## src/rtl/hdbn_pkg.sv

```systemverilog
// Shared types and constants for the HDBn line encoder.
//   sym_e     : symbol type held in the look-ahead window. SYM_ZERO is
//               deliberately encoded as 0 so a cleared window reads as zeros.
//   CODE_*    : 2-bit line symbol encoding driven on o_code.
package hdbn_pkg;

  typedef enum logic [1:0] {
    SYM_ZERO = 2'd0,
    SYM_ONE  = 2'd1,
    SYM_B    = 2'd2,
    SYM_V    = 2'd3
  } sym_e;

  localparam logic [1:0] CODE_ZERO = 2'b00;
  localparam logic [1:0] CODE_POS  = 2'b01;
  localparam logic [1:0] CODE_NEG  = 2'b10;

endpackage

```

## src/rtl/hdbn_polarity.sv

```systemverilog
// Polarity stage of the HDBn encoder.
// Converts the symbol type leaving the look-ahead window into a signed line
// symbol, tracking the polarity of the last transmitted pulse.
// Ports:
//   i_clk, i_rst : clock, asynchronous active-high reset
//   i_sym        : symbol type leaving the window
//   i_stb        : i_sym is valid this cycle
//   o_code       : registered line symbol (holds between strobes)
//   o_valid      : one-cycle pulse per new symbol
module hdbn_polarity
  import hdbn_pkg::*;
(
  input  logic       i_clk,
  input  logic       i_rst,
  input  sym_e       i_sym,
  input  logic       i_stb,
  output logic [1:0] o_code,
  output logic       o_valid
);

  logic [1:0] code_q, code_d;
  logic       valid_q, valid_d;
  // 1 = last pulse was +1, 0 = last pulse was -1.
  logic       last_pos_q, last_pos_d;

  always_comb begin
    code_d     = code_q;
    valid_d    = i_stb;
    last_pos_d = last_pos_q;
    if (i_stb) begin
      case (i_sym)
        SYM_ONE, SYM_B: begin
          // Marks and B pulses alternate with the previous pulse.
          code_d     = last_pos_q ? CODE_NEG : CODE_POS;
          last_pos_d = ~last_pos_q;
        end
        SYM_V: begin
          // Violation repeats the previous polarity and does not move it.
          code_d = last_pos_q ? CODE_POS : CODE_NEG;
        end
        default: code_d = CODE_ZERO;
      endcase
    end
  end

  always_ff @(posedge i_clk or posedge i_rst) begin
    if (i_rst) begin
      code_q     <= CODE_ZERO;
      valid_q    <= 1'b0;
      last_pos_q <= 1'b0;
    end else begin
      code_q     <= code_d;
      valid_q    <= valid_d;
      last_pos_q <= last_pos_d;
    end
  end

  assign o_code  = code_q;
  assign o_valid = valid_q;

endmodule

```

## src/rtl/hdbn_encoder.sv

```systemverilog
// HDBn line encoder (N=3 gives HDB3) with runtime AMI bypass.
// Strobed NRZ bits are classified into symbol types and pushed through an
// (N+1)-deep look-ahead window so that the B pulse of a B0..0V substitution
// can be placed retroactively on the first zero of the run. The entry leaving
// the window is turned into a line symbol by hdbn_polarity.
// Legal range of N is 2..7.
// Ports:
//   i_clk, i_rst : clock, asynchronous active-high reset
//   i_data       : NRZ bit, sampled when i_valid=1
//   i_valid      : input strobe, one bit per high cycle
//   i_ami        : 1 = plain AMI, 0 = HDBn substitution (sampled per bit)
//   o_code       : line symbol 00=0, 01=+1, 10=-1
//   o_valid      : one-cycle pulse per output symbol
module hdbn_encoder
  import hdbn_pkg::*;
#(
  parameter int N = 3
) (
  input  logic       i_clk,
  input  logic       i_rst,
  input  logic       i_data,
  input  logic       i_valid,
  input  logic       i_ami,
  output logic [1:0] o_code,
  output logic       o_valid
);

  localparam int DEPTH = N + 1;
  localparam int CW    = $clog2(DEPTH + 1);
  localparam logic [CW-1:0] RUN_MAX   = CW'(N);
  localparam logic [CW-1:0] FILL_FULL = CW'(DEPTH);

  // Index 0 is the newest entry, DEPTH-1 the oldest.
  logic [DEPTH-1:0][1:0] win_q, win_d;
  logic [CW-1:0]         zcnt_q, zcnt_d;
  logic [CW-1:0]         fill_q, fill_d;
  // Parity of marks since the last V: 0 = even.
  logic                  par_q, par_d;

  logic                  out_stb;
  sym_e                  exit_sym;

  always_comb begin
    win_d  = win_q;
    zcnt_d = zcnt_q;
    fill_d = fill_q;
    par_d  = par_q;
    if (i_valid) begin
      for (int i = DEPTH - 1; i > 0; i--) begin
        win_d[i] = win_q[i-1];
      end
      if (i_data) begin
        win_d[0] = SYM_ONE;
        zcnt_d   = '0;
        par_d    = ~par_q;
      end else if (i_ami) begin
        win_d[0] = SYM_ZERO;
        zcnt_d   = '0;
      end else if (zcnt_q == RUN_MAX) begin
        // (N+1)th zero: insert V. With an even mark count since the last V
        // the first zero of the run becomes B so that consecutive Vs
        // alternate polarity. That zero now sits in the oldest slot.
        win_d[0] = SYM_V;
        zcnt_d   = '0;
        par_d    = 1'b0;
        if (!par_q) begin
          win_d[DEPTH-1] = SYM_B;
        end
      end else begin
        win_d[0] = SYM_ZERO;
        zcnt_d   = zcnt_q + CW'(1);
      end
      if (fill_q != FILL_FULL) begin
        fill_d = fill_q + CW'(1);
      end
    end
  end

  always_ff @(posedge i_clk or posedge i_rst) begin
    if (i_rst) begin
      win_q  <= '0;
      zcnt_q <= '0;
      fill_q <= '0;
      par_q  <= 1'b0;
    end else begin
      win_q  <= win_d;
      zcnt_q <= zcnt_d;
      fill_q <= fill_d;
      par_q  <= par_d;
    end
  end

  // Window -> polarity stage boundary: an entry only leaves once the
  // window has been filled since reset.
  assign out_stb  = i_valid && (fill_q == FILL_FULL);
  assign exit_sym = sym_e'(win_q[DEPTH-1]);

  hdbn_polarity u_polarity (
    .i_clk  (i_clk),
    .i_rst  (i_rst),
    .i_sym  (exit_sym),
    .i_stb  (out_stb),
    .o_code (o_code),
    .o_valid(o_valid)
  );

endmodule

```

## config.mk

```make
export PLATFORM = sky130hd
export DESIGN_NAME = hdbn_encoder
export DESIGN_NICKNAME = d
export VERILOG_FILES = /design/src/rtl/hdbn_pkg.sv /design/src/rtl/hdbn_polarity.sv /design/src/rtl/hdbn_encoder.sv
export SDC_FILE = /design/constraint.sdc
export NUM_CORES = 1
export LEC_CHECK = 0
export CAP_MARGIN = 10
export CORE_ASPECT_RATIO = 1.1
export CORE_MARGIN = 2
export CORE_UTILIZATION = 30
export DETAILED_ROUTE_END_ITERATION = 6
export PLACE_DENSITY_LB_ADDON = 0.25
export SLEW_MARGIN = 20
export SYNTH_ARGS = -nofsm -noshare
export SYNTH_HDL_FRONTEND = slang
export SYNTH_SLANG_ARGS = --single-unit
```

## constraint.sdc

```tcl
create_clock -name i_clk -period 1.4 [get_ports i_clk]
set_input_delay 0.42 -clock i_clk [delete_from_list [all_inputs] [get_ports i_clk]]
set_output_delay 0.42 -clock i_clk [all_outputs]
set_load 0.02 [all_outputs]
```

==> impl_metrics.env <==
export IMPL_p_switching_w=0.000510
export IMPL_drive_above_1_share=0.262
export IMPL_finalWirelength_um=1350
export IMPL_rsz0062_at_grt="false"
export IMPL_cts_tree="done"
export IMPL_slowest_stage="dfrtp_1"
export IMPL_max_freq_mhz=785
export IMPL_postRouteAntennaNets=0
export IMPL_maxSlewViolCount=0
export IMPL_grt_usage=0.0952
export IMPL_finClkSkew_ns=0.00371
export IMPL_synthAdderAreaFrac=0.0552
export IMPL_start_kind="flip-flop"
export IMPL_syn_inst=70
export IMPL_reg2reg_depth=4
export IMPL_critical_path_class="flip-flop to flip-flop"
export IMPL_die_w_um=56.4
export IMPL_clockPowerShare=0.175
export IMPL_io_pin_count=8
export IMPL_worstReg2RegEnd="fill_q[1]$_DFFE_PP0P_"
export IMPL_wl_per_cell_um=11.6
export IMPL_firstDrtPassIters=2
export IMPL_highest_layer="met4"
export IMPL_r2r_start="fill_q[0]$_DFFE_PP0P_"
export IMPL_drc=0
export IMPL_dieArea_sq_mm=0.00348
export IMPL_start_util=0.320
export IMPL_syn2layout_area_growth_pct=16.9
export IMPL_dp_slack_ns=-0.327
export IMPL_path_clk_slew_ns=0.10
export IMPL_intPower_w=0.00106
export IMPL_drt_iter0_drc=3
export IMPL_cts_buffers=3
export IMPL_cts_sinks=19
export IMPL_grt_first_pass_wirelength_um=2450
export IMPL_wl_met1_um=659
export IMPL_swShare=0.325
export IMPL_worstSetupEndpoint="fill_q[1]$_DFFE_PP0P_"
export IMPL_crit_path_max_incr_delay_ns=0.36
export IMPL_ir_worst_vdd_mv=0.712
export IMPL_worstPathRequired_ns=1.59
export IMPL_maxCapViolCount=0
export IMPL_row_count=20
export IMPL_final_setup_viol_count=0
export IMPL_cts_root_buf="clkbuf_4"
export IMPL_n_fill_cell=299
export IMPL_yosysSeqAreaShare=0.525
export IMPL_dpl_hpwl_um=982
export IMPL_ys_flop_type="dfrtp_1"
export IMPL_vias_per_cell=4.85
export IMPL_io_buffers=7
export IMPL_crit_chain="inv_1, ha_1, a21boi_4, mux2_2"
export IMPL_crit_family="flip-flops"
export IMPL_async_flop_share=1.00
export IMPL_fin_nets=94
export IMPL_yosysUniqueCellTypes=29
export IMPL_die_y_um=61.6
export IMPL_synth_top_family_by_area="compound AO/OA/AOI/OAI gates"
export IMPL_cp_end_kind="flip-flop"
export IMPL_cp_startpoint="fill_q[0]$_DFFE_PP0P_"
export IMPL_synth_seq_cells=19
export IMPL_finalCritPeriodShare=0.910
export IMPL_p_leak_nw=0.508
export IMPL_place_gp_congestion=0.654
export IMPL_min_period_ns=1.27
export IMPL_synth_compound_area_share=0.135
export IMPL_grt_pass1_vias=586
export IMPL_synth_most_common_cell="dfrtp_1"
export IMPL_vias=567
export IMPL_worstPathBufferInverterCount=1
export IMPL_grt_overflow=0
export IMPL_cts_buffer_depth=2
export IMPL_h_tree_depth=1
export IMPL_seqPwrFrac=0.498
export IMPL_syn_area_sq_um=906
export IMPL_fin_ws_ns=0.126
export IMPL_synth_area_per_cell_sq_um=12.9
export IMPL_status="completed"
export IMPL_synthTopCellsByArea="dfrtp_1 52%, mux2_2 6.2%, ha_1 5.5%, mux2i_1 3.3%, nor2b_1 2.8%"
export IMPL_area_sequential_sq_um=475
export IMPL_hp_class="input pin to asynchronous set/reset pin"
export IMPL_grt_max_degree=20
export IMPL_clk_latency_ns=0.30
export IMPL_synth_commonest_cells="19 x dfrtp_1, 5 x mux2_2, 4 x ha_1, 4 x inv_1, 4 x nor2b_1"
export IMPL_antennaDiodeCount=0
export IMPL_tightest_slew_ns=0.267
export IMPL_yosys_area_top_type_share=0.525
export IMPL_synth_warnings=0
export IMPL_antenna_found_initial=0
export IMPL_synth_xor_area_share=0.0193
export IMPL_reg2reg_setup_slack_ns=0.13
export IMPL_syn_nets=79
export IMPL_cp_arrival_ns=1.47
export IMPL_comb_power_share=0.327
export IMPL_powerDensity_mw_per_mm2=1480
export IMPL_crit_cells=4
export IMPL_final_util=0.374
export IMPL_maxSlewHeadroom=0.819
export IMPL_wl_met2_um=605
export IMPL_hold_violations=0
export IMPL_path_max_fanout=2
export IMPL_core_sq_mm=0.00283
export IMPL_multi_input_comb_area_sq_um=385
export IMPL_wl_met3_um=40
export IMPL_tns_ns=0
export IMPL_yosys_area_share_simple=0.104
export IMPL_synth_enable_flop_cells=0
export IMPL_synthMuxAreaShare=0.112
export IMPL_synth_top_area_cell="dfrtp_1"
==> layout by cell type, fill, tap and decap left out, drive strengths merged <==
cell type	instances
nand2b	3
inv	4
and2	1
or2b	1
o22a	1
a31o	2
nor2b	4
a21oi	3
buf	8
a21boi	1
o41ai	1
and3	1
dfrtp	19
nor2	1
dlymetal6s2s	1
ha	4
o31ai	1
nand3b	1
a41o	1
mux2i	3
clkbuf	5
mux2	6
o311ai	1
nor3b	1
xnor2	2
a41oi	1
clkdlybuf4s50	3
nand4	1
a31oi	3
==> tightest hold or removal path: cells and delay by family <==
kind     cells  cell delay (ns)
buf+inv      3             0.70
==> kinds of logic after synthesis <==
logic type,Yosys count
simple gates,14
fa+ha+maj,4
mux,9
compound gates,15
flops,19
buf+inv,7
xor+xnor,2
==> state kept, by name, summed over array words and instances (netlist names) <==
register and cells:
win_q 6, fill_q 3, zcnt_q 3, exit_sym 2, u_polarity.o_code 2, par_q 1, u_polarity.last_pos_q 1, u_polarity.o_valid 1
==> how the worst min path moves through the flow <==
| stage | start | end | slack (ns) | depth (start not counted) |
|---|---|---|---|---|
| detailed placement | win_q[1]$_DFFE_PP0P_ | win_q[3]$_DFFE_PP0P_ | 0.49 | 1 |
| CTS | i_rst | u_polarity.o_valid$_DFF_PP0_ | 0.43 | 3 |
| finish | i_rst | u_polarity.last_pos_q$_DFFE_PP0P_ | 0.43 | 3 |
| floorplan | i_rst | exit_sym[0]$_DFFE_PP0P_ | 0.37 | 1 |
| global route | i_rst | u_polarity.o_valid$_DFF_PP0_ | 0.48 | 3 |
| global placement | win_q[3]$_DFFE_PP0P_ | win_q[5]$_DFFE_PP0P_ | 0.48 | 1 |
==> per-layer routing <==
layer  track usage  vias up
li1              -      280
met1         0.109      276
met2         0.156        6
met3        0.0189        5
met4        0.0816        0
met5             0        -
==> repair_timing <==
item,4_1_cts,5_1_grt
buffers inserted,0,1
hold buffers,0,0
setup endpoints to repair,3,5
pin swaps,0,0
resized for setup,8,4
==> cell type report <==
type / instances / share of cell area
well taps: 33 / 0.0390
inverters: 4 / 0.0142
flip-flops and latches: 19 / 0.449
clock buffers: 4 / 0.0248
repair buffers: 13 / 0.109
multi-input cells: 44 / 0.364
==> power groups by stage <==
stage          logic [W]  registers (W)  clock network, W
2_1_floorplan   0.000321       0.000817                 0
6_report        0.000513       0.000781          0.000275
4_1_cts         0.000528       0.000783          0.000294
3_3_place_gp    0.000529       0.000785                 0
5_1_grt         0.000576       0.000798          0.000313
3_5_place_dp    0.000540       0.000793                 0
==> per-stage QoR <==
stage	hold slack (ns)	instances	instance area [sq um]	total power [W]
after floorplan	0.371	70	906	0.00114
after global placement	0.482	112	1040	0.00131
after detailed placement	0.494	112	1040	0.00133
after CTS	0.433	116	1070	0.00160
after global routing	0.476	117	1060	0.00169
final	0.432	117	1060	0.00157
Note: power is estimated with default switching activity, not from simulation.
